--- config.mk ---
export PLATFORM = sky130hd
export DESIGN_NAME = serial_deinterleaver
export DESIGN_NICKNAME = d
export VERILOG_FILES = /design/src/rtl/sdil_pkg.sv /design/src/rtl/sdil_bank.sv /design/src/rtl/serial_deinterleaver.sv
export SDC_FILE = /design/constraint.sdc
export NUM_CORES = 1
export LEC_CHECK = 0
export ABC_AREA = 1
export BUFFER_PORTS_ARGS = -buffer_cell sky130_fd_sc_hd__buf_2
export CAP_MARGIN = 10
export CORE_UTILIZATION = 45
export CTS_CLUSTER_DIAMETER = 120
export DETAILED_ROUTE_END_ITERATION = 10
export PLACE_DENSITY = 0.74
export SETUP_SLACK_MARGIN = 0.3
export SLEW_MARGIN = 30
export SYNTH_ARGS = -nofsm -noshare
export SYNTH_HDL_FRONTEND = slang
export SYNTH_SLANG_ARGS = --single-unit
--- constraint.sdc ---
create_clock -name clk -period 3.1 [get_ports clk]
set_input_delay 0.62 -clock clk [delete_from_list [all_inputs] [get_ports clk]]
set_output_delay 0.62 -clock clk [all_outputs]
set_load 0.005 [all_outputs]
--- src/rtl/sdil_pkg.sv ---
// Shared definitions for the serial block deinterleaver: default frame
// geometry, the per-bank state enum and the (row, col) -> bit index map.
package sdil_pkg;

  localparam int unsigned SDIL_ROWS = 5;
  localparam int unsigned SDIL_COLS = 7;

  // Life cycle of one frame buffer.
  typedef enum logic [1:0] {
    BANK_EMPTY   = 2'd0,
    BANK_FILLING = 2'd1,
    BANK_FULL    = 2'd2
  } bank_state_e;

  // Row-major position of the bit at row r, column c.
  function automatic int unsigned rc_to_idx(input int unsigned r,
                                            input int unsigned c,
                                            input int unsigned cols);
    return r * cols + c;
  endfunction

endpackage

--- src/rtl/sdil_bank.sv ---
// One N-bit frame buffer. Supports a whole-frame clear, a single-bit write
// at an arbitrary index and tracks EMPTY/FILLING/FULL. The state is
// exported on state_o so checkers can observe each bank directly.
module sdil_bank
  import sdil_pkg::*;
#(
  parameter int unsigned N     = 35,
  parameter int unsigned IDX_W = 6
) (
  input  logic             clk,
  input  logic             rst_n,
  input  logic             clear_i,    // discard partial frame (same-cycle write still lands)
  input  logic             wr_en_i,
  input  logic [IDX_W-1:0] wr_idx_i,
  input  logic             wr_bit_i,
  input  logic             last_i,     // this write completes the frame
  input  logic             rd_done_i,  // consumer has taken the frame
  output logic [N-1:0]     data_o,
  output bank_state_e      state_o
);

  logic [N-1:0] data_q, data_d;
  bank_state_e  state_q, state_d;

  // Next frame contents and bank state.
  always_comb begin
    data_d  = data_q;
    state_d = state_q;
    if (clear_i) begin
      data_d = '0;
    end
    if (wr_en_i) begin
      data_d[wr_idx_i] = wr_bit_i;
    end
    case (state_q)
      BANK_EMPTY: begin
        if (wr_en_i) begin
          state_d = last_i ? BANK_FULL : BANK_FILLING;
        end
      end
      BANK_FILLING: begin
        if (wr_en_i && last_i) begin
          state_d = BANK_FULL;
        end
      end
      BANK_FULL: begin
        if (rd_done_i) begin
          state_d = BANK_EMPTY;
        end
      end
      default: state_d = BANK_EMPTY;
    endcase
  end

  // Frame storage and state register.
  always_ff @(posedge clk or negedge rst_n) begin
    if (!rst_n) begin
      data_q  <= '0;
      state_q <= BANK_EMPTY;
    end else begin
      data_q  <= data_d;
      state_q <= state_d;
    end
  end

  assign data_o  = data_q;
  assign state_o = state_q;

endmodule

--- src/rtl/serial_deinterleaver.sv ---
// Receive-side block deinterleaver. Bits arrive column-major (k -> row k%ROWS,
// col k/ROWS) and are stored row-major so each completed frame is presented
// as one parallel word. Two banks ping-pong so a frame can fill while the
// previous one waits for the consumer.
//
// Handshakes: a transfer happens on a rising edge where valid and ready are
// both high; ready never depends on valid in the same cycle, and a presented
// frame (out_valid high) stays unchanged until out_ready takes it.
//
// Optional feature: define SDIL_FRAME_CNT_EN to add the 16-bit frame_cnt
// output counting delivered frames.
module serial_deinterleaver
  import sdil_pkg::*;
#(
  parameter int unsigned ROWS = SDIL_ROWS,
  parameter int unsigned COLS = SDIL_COLS
) (
  input  logic                   clk,
  input  logic                   rst,
  input  logic                   in_valid,
  input  logic                   in_bit,
  input  logic                   in_sof,
  output logic                   in_ready,
  output logic                   out_valid,
  output logic [ROWS*COLS-1:0]   out_data,
  input  logic                   out_ready
`ifdef SDIL_FRAME_CNT_EN
  ,
  output logic [15:0]            frame_cnt
`endif
);

  localparam int unsigned N     = ROWS * COLS;
  localparam int unsigned IDX_W = (N > 1) ? $clog2(N) : 1;
  localparam int unsigned RW    = (ROWS > 1) ? $clog2(ROWS) : 1;
  localparam int unsigned CW    = (COLS > 1) ? $clog2(COLS) : 1;

  logic [RW-1:0]    r_q, r_d, base_r;
  logic [CW-1:0]    c_q, c_d, base_c;
  logic             wr_sel_q, wr_sel_d;
  logic             rd_sel_q, rd_sel_d;
  logic             accept, rd_fire, restart, wr_last;
  logic [IDX_W-1:0] wr_idx;
  logic [1:0]       wr_hit, rd_hit;

  logic [N-1:0]     bank_data  [2];
  bank_state_e      bank_state [2];

  assign in_ready  = (bank_state[wr_sel_q] != BANK_FULL);
  assign out_valid = (bank_state[rd_sel_q] == BANK_FULL);
  assign out_data  = bank_data[rd_sel_q];

  assign accept  = in_valid & in_ready;
  assign rd_fire = out_valid & out_ready;
  // Start-of-frame only matters when something has already been written.
  assign restart = accept & in_sof & ((r_q != '0) | (c_q != '0));

  assign wr_hit = wr_sel_q ? 2'b10 : 2'b01;
  assign rd_hit = rd_sel_q ? 2'b10 : 2'b01;

  // Write pointer and bank select: in_sof rebases the pointer to k = 0 before
  // the write; the last bit of a frame wraps the pointer and flips banks.
  always_comb begin
    base_r   = in_sof ? '0 : r_q;
    base_c   = in_sof ? '0 : c_q;
    wr_idx   = IDX_W'(rc_to_idx(32'(base_r), 32'(base_c), COLS));
    wr_last  = (base_r == RW'(ROWS - 1)) && (base_c == CW'(COLS - 1));
    r_d      = r_q;
    c_d      = c_q;
    wr_sel_d = wr_sel_q;
    if (accept) begin
      if (wr_last) begin
        r_d      = '0;
        c_d      = '0;
        wr_sel_d = ~wr_sel_q;
      end else if (base_r == RW'(ROWS - 1)) begin
        r_d = '0;
        c_d = base_c + 1'b1;
      end else begin
        r_d = base_r + 1'b1;
        c_d = base_c;
      end
    end
    rd_sel_d = rd_sel_q ^ rd_fire;
  end

  // Pointer and select registers.
  always_ff @(posedge clk or negedge rst) begin
    if (!rst) begin
      r_q      <= '0;
      c_q      <= '0;
      wr_sel_q <= 1'b0;
      rd_sel_q <= 1'b0;
    end else begin
      r_q      <= r_d;
      c_q      <= c_d;
      wr_sel_q <= wr_sel_d;
      rd_sel_q <= rd_sel_d;
    end
  end

  for (genvar i = 0; i < 2; i++) begin : g_bank
    sdil_bank #(
      .N     (N),
      .IDX_W (IDX_W)
    ) u_bank (
      .clk       (clk),
      .rst_n     (rst),
      .clear_i   (restart & wr_hit[i]),
      .wr_en_i   (accept & wr_hit[i]),
      .wr_idx_i  (wr_idx),
      .wr_bit_i  (in_bit),
      .last_i    (wr_last),
      .rd_done_i (rd_fire & rd_hit[i]),
      .data_o    (bank_data[i]),
      .state_o   (bank_state[i])
    );
  end

`ifdef SDIL_FRAME_CNT_EN
  logic [15:0] frame_cnt_q;

  // Delivered-frame counter, wraps naturally at 16 bits.
  always_ff @(posedge clk or negedge rst) begin
    if (!rst) begin
      frame_cnt_q <= '0;
    end else if (rd_fire) begin
      frame_cnt_q <= frame_cnt_q + 16'd1;
    end
  end

  assign frame_cnt = frame_cnt_q;
`endif

endmodule

# Word-level counts from Yosys, hierarchy flattened
# Index checks and enable logic that the tools add are counted.
# word_totals
register_bits	82
inputBits	6
out_inout_bits	37
word_cells	90
# classes
addsub	3
multipliers	1
magnitude_cmp	4
eq_ne	14
muxes	34
bitwise	15
reduce_logical	11
# op_table
operator	count
$mux 35	7
$bwmux 35	2
$mux 2	15
$mux 3	6
$ne 2x1->1 const B	6
$pmux 2 s3	2
$and 1x1->1	10
$lt 6x7->1 const B	1
$add 3x1->3 const B	2
$add 6x3->6	1
$demux 1 s6	1
$eq 2x2->1 const B	3
$eq 3x3->1 const B	2
$ge 6x1->1 const B	1
$mul 3x3->6 const B	1
$reduce_and 3->1	2
$reduce_bool 3->1	2
$eq 2x1->1 const B	2
$ge 2x2->1 const B	2
$logic_and 1x1->1	4
$logic_not 2->1	2
$not 1->2	2
$ne 2x2->1 const B	1
$reduce_and 2->1	1
4 further kinds	4

# Longest topological paths before layout
# Gate-level depths: netlist (run 1).
# logic_depth
word_depth	12
ltp_mapped	20
ltp_nobuf	19

# Hierarchy
# From an unflattened synthesis (run 1), not the netlist that was laid out.
# hier_totals
hier_cells	788
area_unflattened_um2	5208.7
# by_module_without_submodules
mod	n_inst	cells_per_inst	area_each_um2	seq_area_each_um2
sdil_bank at g_bank[1].u_bank	1	272	1926.8	925.9
sdil_bank at g_bank[0].u_bank	1	278	1919.3	925.9
serial_deinterleaver	1	238	1362.6	200.2

# Least setup slack after synthesis (run 1)
# No wires, ideal clock.
# synth_timing
path_type	input -> register
startpoint	in in_sof
endpoint	reg g_bank[0].u_bank.data_q[12]
setup_ps	113
arrival_time_ps	3738
t_required_ps	2987
setup_slack_ps	-751
cell_stages	15
n_path_buf	2
path_cell_list	buf_2 nor2_1 inv_1 ha_1 ha_1 inv_1 fa_1 inv_1 fa_1 inv_2 nor3_1 buf_2 nand4_1 nand2_1 inv_1
# synth_via
elab_chain_len	9
word_cells_on_any_way	15
classes_between	add/sub (1); mul (1); order compare (2); mux (7); bitwise (3); reduce/logical (1)
# synth_rtl
element	line_no	text
start, declared	serial_deinterleaver.sv:22	input logic in_sof,
$mux 3	serial_deinterleaver.sv:64	base_r = in_sof ? '0 : r_q;
$mul 3x3->6	sdil_pkg.sv:19	return r * cols + c;
$add 6x3->6	sdil_pkg.sv:19	
$lt 6x7->1 (not written as such) or $ge 6x1->1 (tied branches)	sdil_bank.sv:33	data_d[wr_idx_i] = wr_bit_i;
$logic_and 1x1->1 (not written as such)	sdil_bank.sv:33	
$mux 1 (not written as such)	sdil_bank.sv:33	
$demux 1 s6	n/a	
$bwmux 35	sdil_bank.sv:33	
$mux 35 *	sdil_bank.sv:32	if (wr_en_i) begin
named net g_bank[0].u_bank.data_d[12]	sdil_bank.sv:22	logic [N-1:0] data_q, data_d;
end signal, assigned	sdil_bank.sv:61	data_q <= data_d;
end, declared	sdil_bank.sv:22	
# The timed path passes the listed nets; every way through them passes the cells marked *.
# A chain may end at the register's enable or synchronous reset.

# Final worst setup path (run 1)
# layout_timing
startpoint	reg r_q[0]
endpoint	reg g_bank[1].u_bank.data_q[1]
# layout_via
elab_chain_len	9
word_cells_on_any_way	15
classes_between	add/sub (1); mul (1); order compare (2); mux (6); bitwise (3); reduce/logical (2)
# layout_rtl
element	line_no	text
start, declared	serial_deinterleaver.sv:38	logic [RW-1:0] r_q, r_d, base_r;
start signal, assigned	serial_deinterleaver.sv:95	r_q <= r_d;
$mux 3	serial_deinterleaver.sv:64	
$mul 3x3->6	sdil_pkg.sv:19	
$add 6x3->6	sdil_pkg.sv:19	
$lt 6x7->1 (not written as such) or $ge 6x1->1 (tied branches)	sdil_bank.sv:33	
$logic_and 1x1->1 (not written as such)	sdil_bank.sv:33	
$mux 1 (not written as such)	sdil_bank.sv:33	
$demux 1 s6	n/a	
$bwmux 35	sdil_bank.sv:33	
$mux 35 *	sdil_bank.sv:32	
named net g_bank[1].u_bank.data_d[1]	sdil_bank.sv:22	
end signal, assigned	sdil_bank.sv:61	
end, declared	sdil_bank.sv:22	
# Marks and branches as above.

==> flow_metrics.py, run 1 <==
metrics = {
    "power_and_ir_drop": {
        "ir_drop_mv": 0.286,
        "power_leakage_uw": 0.00417,
        "power_uw": 4970,
        "power_density_mw_per_mm2": 689,
    },
    "detailed_routing": {
        "viasPerCell": 5.37,
        "drc": 0,
        "vias": 5777,
        "first_pass_iters": 6,
        "wl_per_cell_um": 15.1,
        "routed_wl_um": 16300,
        "ant_nets": 0,
        "drt_iter0_drc": 557,
    },
    "clock_network": {
        "clock-sinks": 82,
        "clk_pin_slew_worst_paths_ps": 60,
        "cts_tree": "done",
        "htreeDepth": 3,
        "cts_root_buffer": "clkbuf_16",
        "clock_latency_ps": 340,
        "numCtsBuffers": 9,
        "clock_path_buffers": 2,
        "cts_hold_buf": 0,
    },
    "global_route": {
        "gr-total-overflow": 0,
        "antenna_found_initial": 0,
        "grt_pass1_wl_um": 26500,
        "grt_max_degree": 74,
        "grt_pass1_vias": 5421,
        "track_usage": 0.259,
    },
    "die": {
        "die_h_um": 113,
        "die_w_um": 113,
        "rows": 40,
        "dieArea_mm2": 0.0128,
        "ios": 43,
        "initial_utilization": 0.462,
        "coreArea_mm2": 0.0121,
    },
    "synth": {
        "syn_area_per_cell_um2": 6.74,
        "synth_top_area_share": 0.368,
        "synth_nets": 847,
        "ys_types": 31,
        "yosys_register_bits": 82,
        "synth_seq_area_share": 0.368,
        "netlist_top_cells_area": "dfrtp_1, nand2_1, nand4_1",
        "syn_area_mm2": 0.00557,
        "netlist_instances": 826,
        "yosys.area.top_type": "dfrtp_1",
        "synth_warnings": 0,
    },
    "sta": {
        "fmax_ghz": 0.303,
        "hold_viol": 0,
        "maxSlewHeadroom": 0.456,
        "tns_ps": -8660,
        "worst_pin_slew_ps": 816,
        "setup_ws_ps": -206,
        "finClkSkew_ps": 6.59,
        "drv_slew": 0,
        "setup_violations": 70,
        "rsz0062_at_grt": "yes",
        "fin_crit_sh": 1.07,
        "period_minus_slack_ps": 3310,
    },
    "placed_design": {
        "post_dp_cell_area_mm2": 0.00636,
        "port_buffers": 42,
        "detailed_place_hpwl_um": 8600,
        "gp_congestion": 0.775,
    },
    "worst_setup_path": {
        "cpPeakStageDelay_ps": 500,
        "cp_cell_sequence": "inv_2, nor2_4, inv_2, ha_4, ha_4, inv_2, fa_1, inv_2, fa_2, buf_6, xor2_4, inv_4, nand2_4, nor2_4, clkbuf_16, nand4_1, nand2_1, inv_1",
        "crit_path_end_kind": "register",
        "r2r_slack_ps": -210,
        "worstPathMaxFanout": 12,
        "critPathArrivalTime_ps": 3540,
        "reg2reg_to": "g_bank[1].u_bank.data_o[1]",
        "crit_path_frequent_cell": "inv_2",
        "crit_path_start_kind": "register",
        "worstSetupPathType": "reg2reg",
        "rr_worst_depth": 18,
        "critPathLaunch": "r_q[0]",
        "crit_required_ps": 3340,
        "crit_slowest_cell": "fa_1",
        "worstReg2RegStart": "r_q[0]",
    },
    "cells_and_area": {
        "layout_common_cells": "nand2_1, nand4_1, inv_1, dfrtp_1, buf_4",
        "area_growth_pct": 29.7,
        "layout-drive-gt1-share": 0.219,
        "nets": 924,
        "n_antenna_cell": 0,
        "final_common_cell": "nand2_1",
        "final_area_mm2": 0.00722,
        "fillers": 1045,
    },
    "status": {
        "failed_checks": "setup timing",
        "status": "complete, but fails checks",
    },
    "worst_hold_path": {
        "hold_class": "in2async",
    },
    "run": {
        "maxCapViolCount": 0,
    },
}
-- synthesized netlist by cell type --
cell       count
nand4_1      102
xor2_1         1
fa_1           2
inv_4          1
o22ai_1        2
a21oi_1        4
nand2_1      346
nand2_2        8
xor2_4         1
o41ai_1        1
buf_4         13
o21ai_0       10
nor3_1         4
nand3_1       52
nor2_1        13
o2111ai_1      1
o21ai_1        1
nor2_2         2
o21bai_1       1
buf_1          2
nor2_4         6
buf_2         17
clkbuf_1      28
nor3_2         4
or2_2          3
a21boi_0       1
inv_1         99
o211ai_1       2
inv_2          4
ha_1          13
dfrtp_1       82
-- area by class of cell --
cell class / count / area, um2 / share of cell area
Multi-Input combinational cell: 580 / 3040 / 0.420
Sequential cell: 82 / 2050 / 0.284
Timing Repair Buffer: 126 / 1230 / 0.170
Inverter: 104 / 395 / 0.0548
Clock buffer: 12 / 246 / 0.0341
Tap cell: 168 / 210 / 0.0291
Clock inverter: 4 / 51.3 / 0.00710
-- per-layer routing --
layer  vias up  wire length [um]  global-route usage  share of wire
met5         -                 0                   0              0
met4         0               396              0.0939          0.024
met3        33              1220              0.0407          0.075
met2       239              7690               0.426           0.47
met1      2680              6960               0.347           0.43
li1       2825                 -                   -              -
-- worst max-delay path by stage --
stage	to	cells after the start
global placement	g_bank[0].u_bank.data_o[31]	18
detailed placement	g_bank[0].u_bank.data_o[29]	18
global route	g_bank[0].u_bank.data_o[11]	21
finish	g_bank[1].u_bank.data_o[1]	18
floorplan	g_bank[1].u_bank.data_o[23]	15
CTS	g_bank[0].u_bank.data_o[29]	15
-- critical path, delay by kind of cell (launching register included) --
| kind | cells | cell delay, ps |
|---|---|---|
| DFF | 1 | 360 |
| and+or+nand+nor | 5 | 570 |
| adders and majority gates | 4 | 1370 |
| buffers and inverters | 8 | 700 |
| xor gates and xnor gates | 1 | 190 |
-- state kept, by name, indices dropped and copies added (netlist names) --
name and cells:
c_q 3, g_bank.u_bank.data_o 70, g_bank.u_bank.state_o 4, r_q 3
rd_sel_q 1, wr_sel_q 1
-- through the flow --
step | util | hold WS, ps | cells | setup WS [ps]
final | 0.599 | 261 | 1076 | -206
after floorplan | - | 324 | 826 | -293
after CTS | 0.584 | 272 | 1065 | -70.2
after global placement | 0.527 | 524 | 1031 | -380
after global routing | 0.599 | 297 | 1076 | -345
after detailed placement | 0.527 | 530 | 1031 | -457
-- cell families (layout without fill, tap and decap cells) --
| kind of cell | Yosys count | in the layout | synth area share |
|---|---|---|---|
| flops | 82 | 82 | 0.368 |
| compound gates | 23 | 23 | 0.0243 |
| buf+inv | 164 | 246 | 0.124 |
| xor+xnor | 2 | 2 | 0.00652 |
| fa+ha+maj | 15 | 15 | 0.0364 |
| simple gates | 540 | 540 | 0.441 |
-- power by group --
part / internal, uW / total, uW / switching (uW) / leakage, uW
logic: 1050 / 2570 / 1510 / 0.00290
registers: 1230 / 1320 / 87.4 / 0.00112
clock network: 647 / 1090 / 444 / 0.000143
total: 2930 / 4970 / 2040 / 0.00417
-- repair_timing --
item | in CTS | in global routing
gates cloned | 8 | 4
setup buffers | 10 | 7
endpoints found under the setup margin | 70 | 70
pin swaps | 27 | 72
resized for setup | 38 | 14
Note: power is estimated with default switching activity, not from simulation.
==> run 2, diff against run 1 <==
CORE_UTILIZATION = 35   (was 45)
PLACE_DENSITY = 0.62   (was 0.74)
==> flow_metrics.py, run 2 (same netlist as run 1, synthesis figures left out) <==
metrics = {
    "sta": {
        "finClkSkew_ps": 5.93,
        "period_minus_slack_ps": 3190,
        "hold_viol": 0,
        "drv_slew": 0,
        "setup_violations": 22,
        "worst_pin_slew_ps": 840,
        "rsz0062_at_grt": "yes",
        "setup_ws_ps": -90.8,
        "fmax_ghz": 0.313,
        "maxSlewHeadroom": 0.438,
        "fin_crit_sh": 1.03,
    },
    "detailed_routing": {
        "drt_iter0_drc": 409,
        "first_pass_iters": 4,
        "viasPerCell": 4.98,
        "routed_wl_um": 15800,
        "drc": 0,
        "vias": 5523,
        "ant_nets": 0,
        "wl_per_cell_um": 14.3,
    },
    "clock_network": {
        "clock_path_buffers": 2,
        "clock-sinks": 82,
        "cts_root_buffer": "clkbuf_16",
        "clk_pin_slew_worst_paths_ps": 60,
        "clock_latency_ps": 350,
        "htreeDepth": 3,
        "cts_hold_buf": 0,
        "cts_tree": "done",
        "numCtsBuffers": 9,
    },
    "placed_design": {
        "gp_congestion": 0.771,
        "dp.cells": 1070,
        "post_dp_cell_area_mm2": 0.00643,
        "port_buffers": 42,
        "detailed_place_hpwl_um": 8940,
    },
    "global_route": {
        "top_usage_layer": "met2",
        "gr-total-overflow": 0,
        "grt.met1_usage": 0.270,
        "grt_pass1_wl_um": 25900,
        "globalRouteMet3Util": 0.0271,
        "antenna_found_initial": 0,
        "track_usage": 0.199,
        "grt_pass1_vias": 5223,
        "grt_max_degree": 83,
        "met2_usage": 0.325,
    },
    "cells_and_area": {
        "seq_area_mm2": 0.00205,
        "nets": 914,
        "multi_input_comb_area_mm2": 0.00308,
        "utilization": 0.473,
        "final_area_mm2": 0.00728,
        "final_common_cell": "nand2_1",
        "layout_common_cells": "nand2_1, nand4_1, inv_1, dfrtp_1, buf_2",
        "area_growth_pct": 30.6,
        "layout-drive-gt1-share": 0.225,
        "final_cells": 1109,
        "largest_reg_flops": 70,
        "n_antenna_cell": 0,
        "fillers": 1533,
    },
    "power_and_ir_drop": {
        "power_density_mw_per_mm2": 670,
        "ir_drop_mv": 0.451,
        "power_leakage_uw": 0.00414,
        "power_uw": 4880,
    },
    "worst_setup_path": {
        "cpPeakStageDelay_ps": 590,
        "worstSetupPathType": "reg2reg",
        "crit_slowest_cell": "fa_2",
        "crit_path_end_kind": "register",
        "crit_path_frequent_cell": "inv_2",
        "critPathArrivalTime_ps": 3480,
        "cp_cell_sequence": "inv_2, nor2_2, inv_2, ha_4, ha_4, inv_2, fa_1, inv_2, fa_2, inv_4, buf_6, nor3_4, buf_6, buf_12, nand3_2, nand2_2, nand2_1, inv_1",
        "rr_worst_depth": 18,
        "crit_path_start_kind": "register",
        "crit_required_ps": 3390,
        "r2r_slack_ps": -90,
        "worstPathMaxFanout": 6,
        "reg2reg_to": "g_bank[1].u_bank.data_o[5]",
        "worstReg2RegStart": "r_q[1]",
    },
    "status": {
        "failed_checks": "setup timing",
        "status": "complete, but fails checks",
    },
    "die": {
        "rows": 45,
        "dieArea_mm2": 0.0164,
        "die_h_um": 128,
        "die_w_um": 128,
        "coreArea_mm2": 0.0154,
        "ios": 43,
        "initial_utilization": 0.362,
    },
    "worst_hold_path": {
        "hold_class": "in2async",
    },
    "run": {
        "maxCapViolCount": 0,
    },
}
-- run 2: changes by cell type in the layout (fill, tap and decap cells not counted), moves of 2 or more --
| cell | delta |
|---|---|
| nand3_2 | +7 |
| buf_4 | -11 |
| nor3_4 | -3 |
| buf_12 | +3 |
| nand3_1 | -8 |
| nor3_2 | +3 |
| buf_16 | -3 |
| clkbuf_1 | -2 |
| clkbuf_8 | +3 |
-- run 2: final cells by class --
cell class,instances,share of cell area
Timing Repair Buffer,116,0.157
Tap cell,211,0.0363
Multi-Input combinational cell,580,0.423
Inverter,104,0.0543
Sequential cell,82,0.282
Clock inverter,3,0.00946
Clock buffer,13,0.0385
-- run 2: how the worst max path moves through the flow --
stage | startpoint | end | depth (start not counted)
2_1_floorplan | in_sof | g_bank[1].u_bank.data_o[23] | 15
3_3_place_gp | in_sof | g_bank[0].u_bank.data_o[28] | 15
3_5_place_dp | in_sof | g_bank[0].u_bank.data_o[28] | 15
4_1_cts | r_q[0] | g_bank[1].u_bank.data_o[31] | 17
5_1_grt | r_q[1] | g_bank[1].u_bank.data_o[5] | 17
6_report | r_q[1] | g_bank[1].u_bank.data_o[5] | 18
-- run 2: metrics by stage --
stage | setup slack (ps) | TNS [ps] | hold slack (ps)
4_1_cts | -113 | -4100 | 367
5_1_grt | -246 | -10890 | 410
3_3_place_gp | -386 | -25020 | 533
3_5_place_dp | -450 | -27440 | 535
6_report | -90.8 | -781 | 279
2_1_floorplan | -293 | -17980 | 324
-- run 2: critical path, delay by kind of cell (launching register included) --
kind                       cells  cell delay, ps
adders and majority gates      4            1590
buffers and inverters          9             700
DFF                            1             360
and+or+nand+nor                5             480
-- run 2: per-layer routing --
metal / up-vias / share of wire
li1: 2796 / -
met1: 2574 / 0.48
met2: 140 / 0.46
met3: 13 / 0.045
met4: 0 / 0.013
met5: - / 0
-- run 2: power breakdown --
part	internal, uW	leakage [uW]	switching, uW
Sequential	1230	0.00112	86.4
Combinational	899	0.00284	1410
Clock	796	0.000172	454
Total	2920	0.00414	1950
-- run 2: what timing repair did --
action | in CTS | in global routing
hold endpoints to repair | 0 | 0
resized for setup | 24 | 28
gates cloned | 1 | 7
setup endpoints to repair | 70 | 70
pin swaps | 49 | 58
buffers inserted | 8 | 7
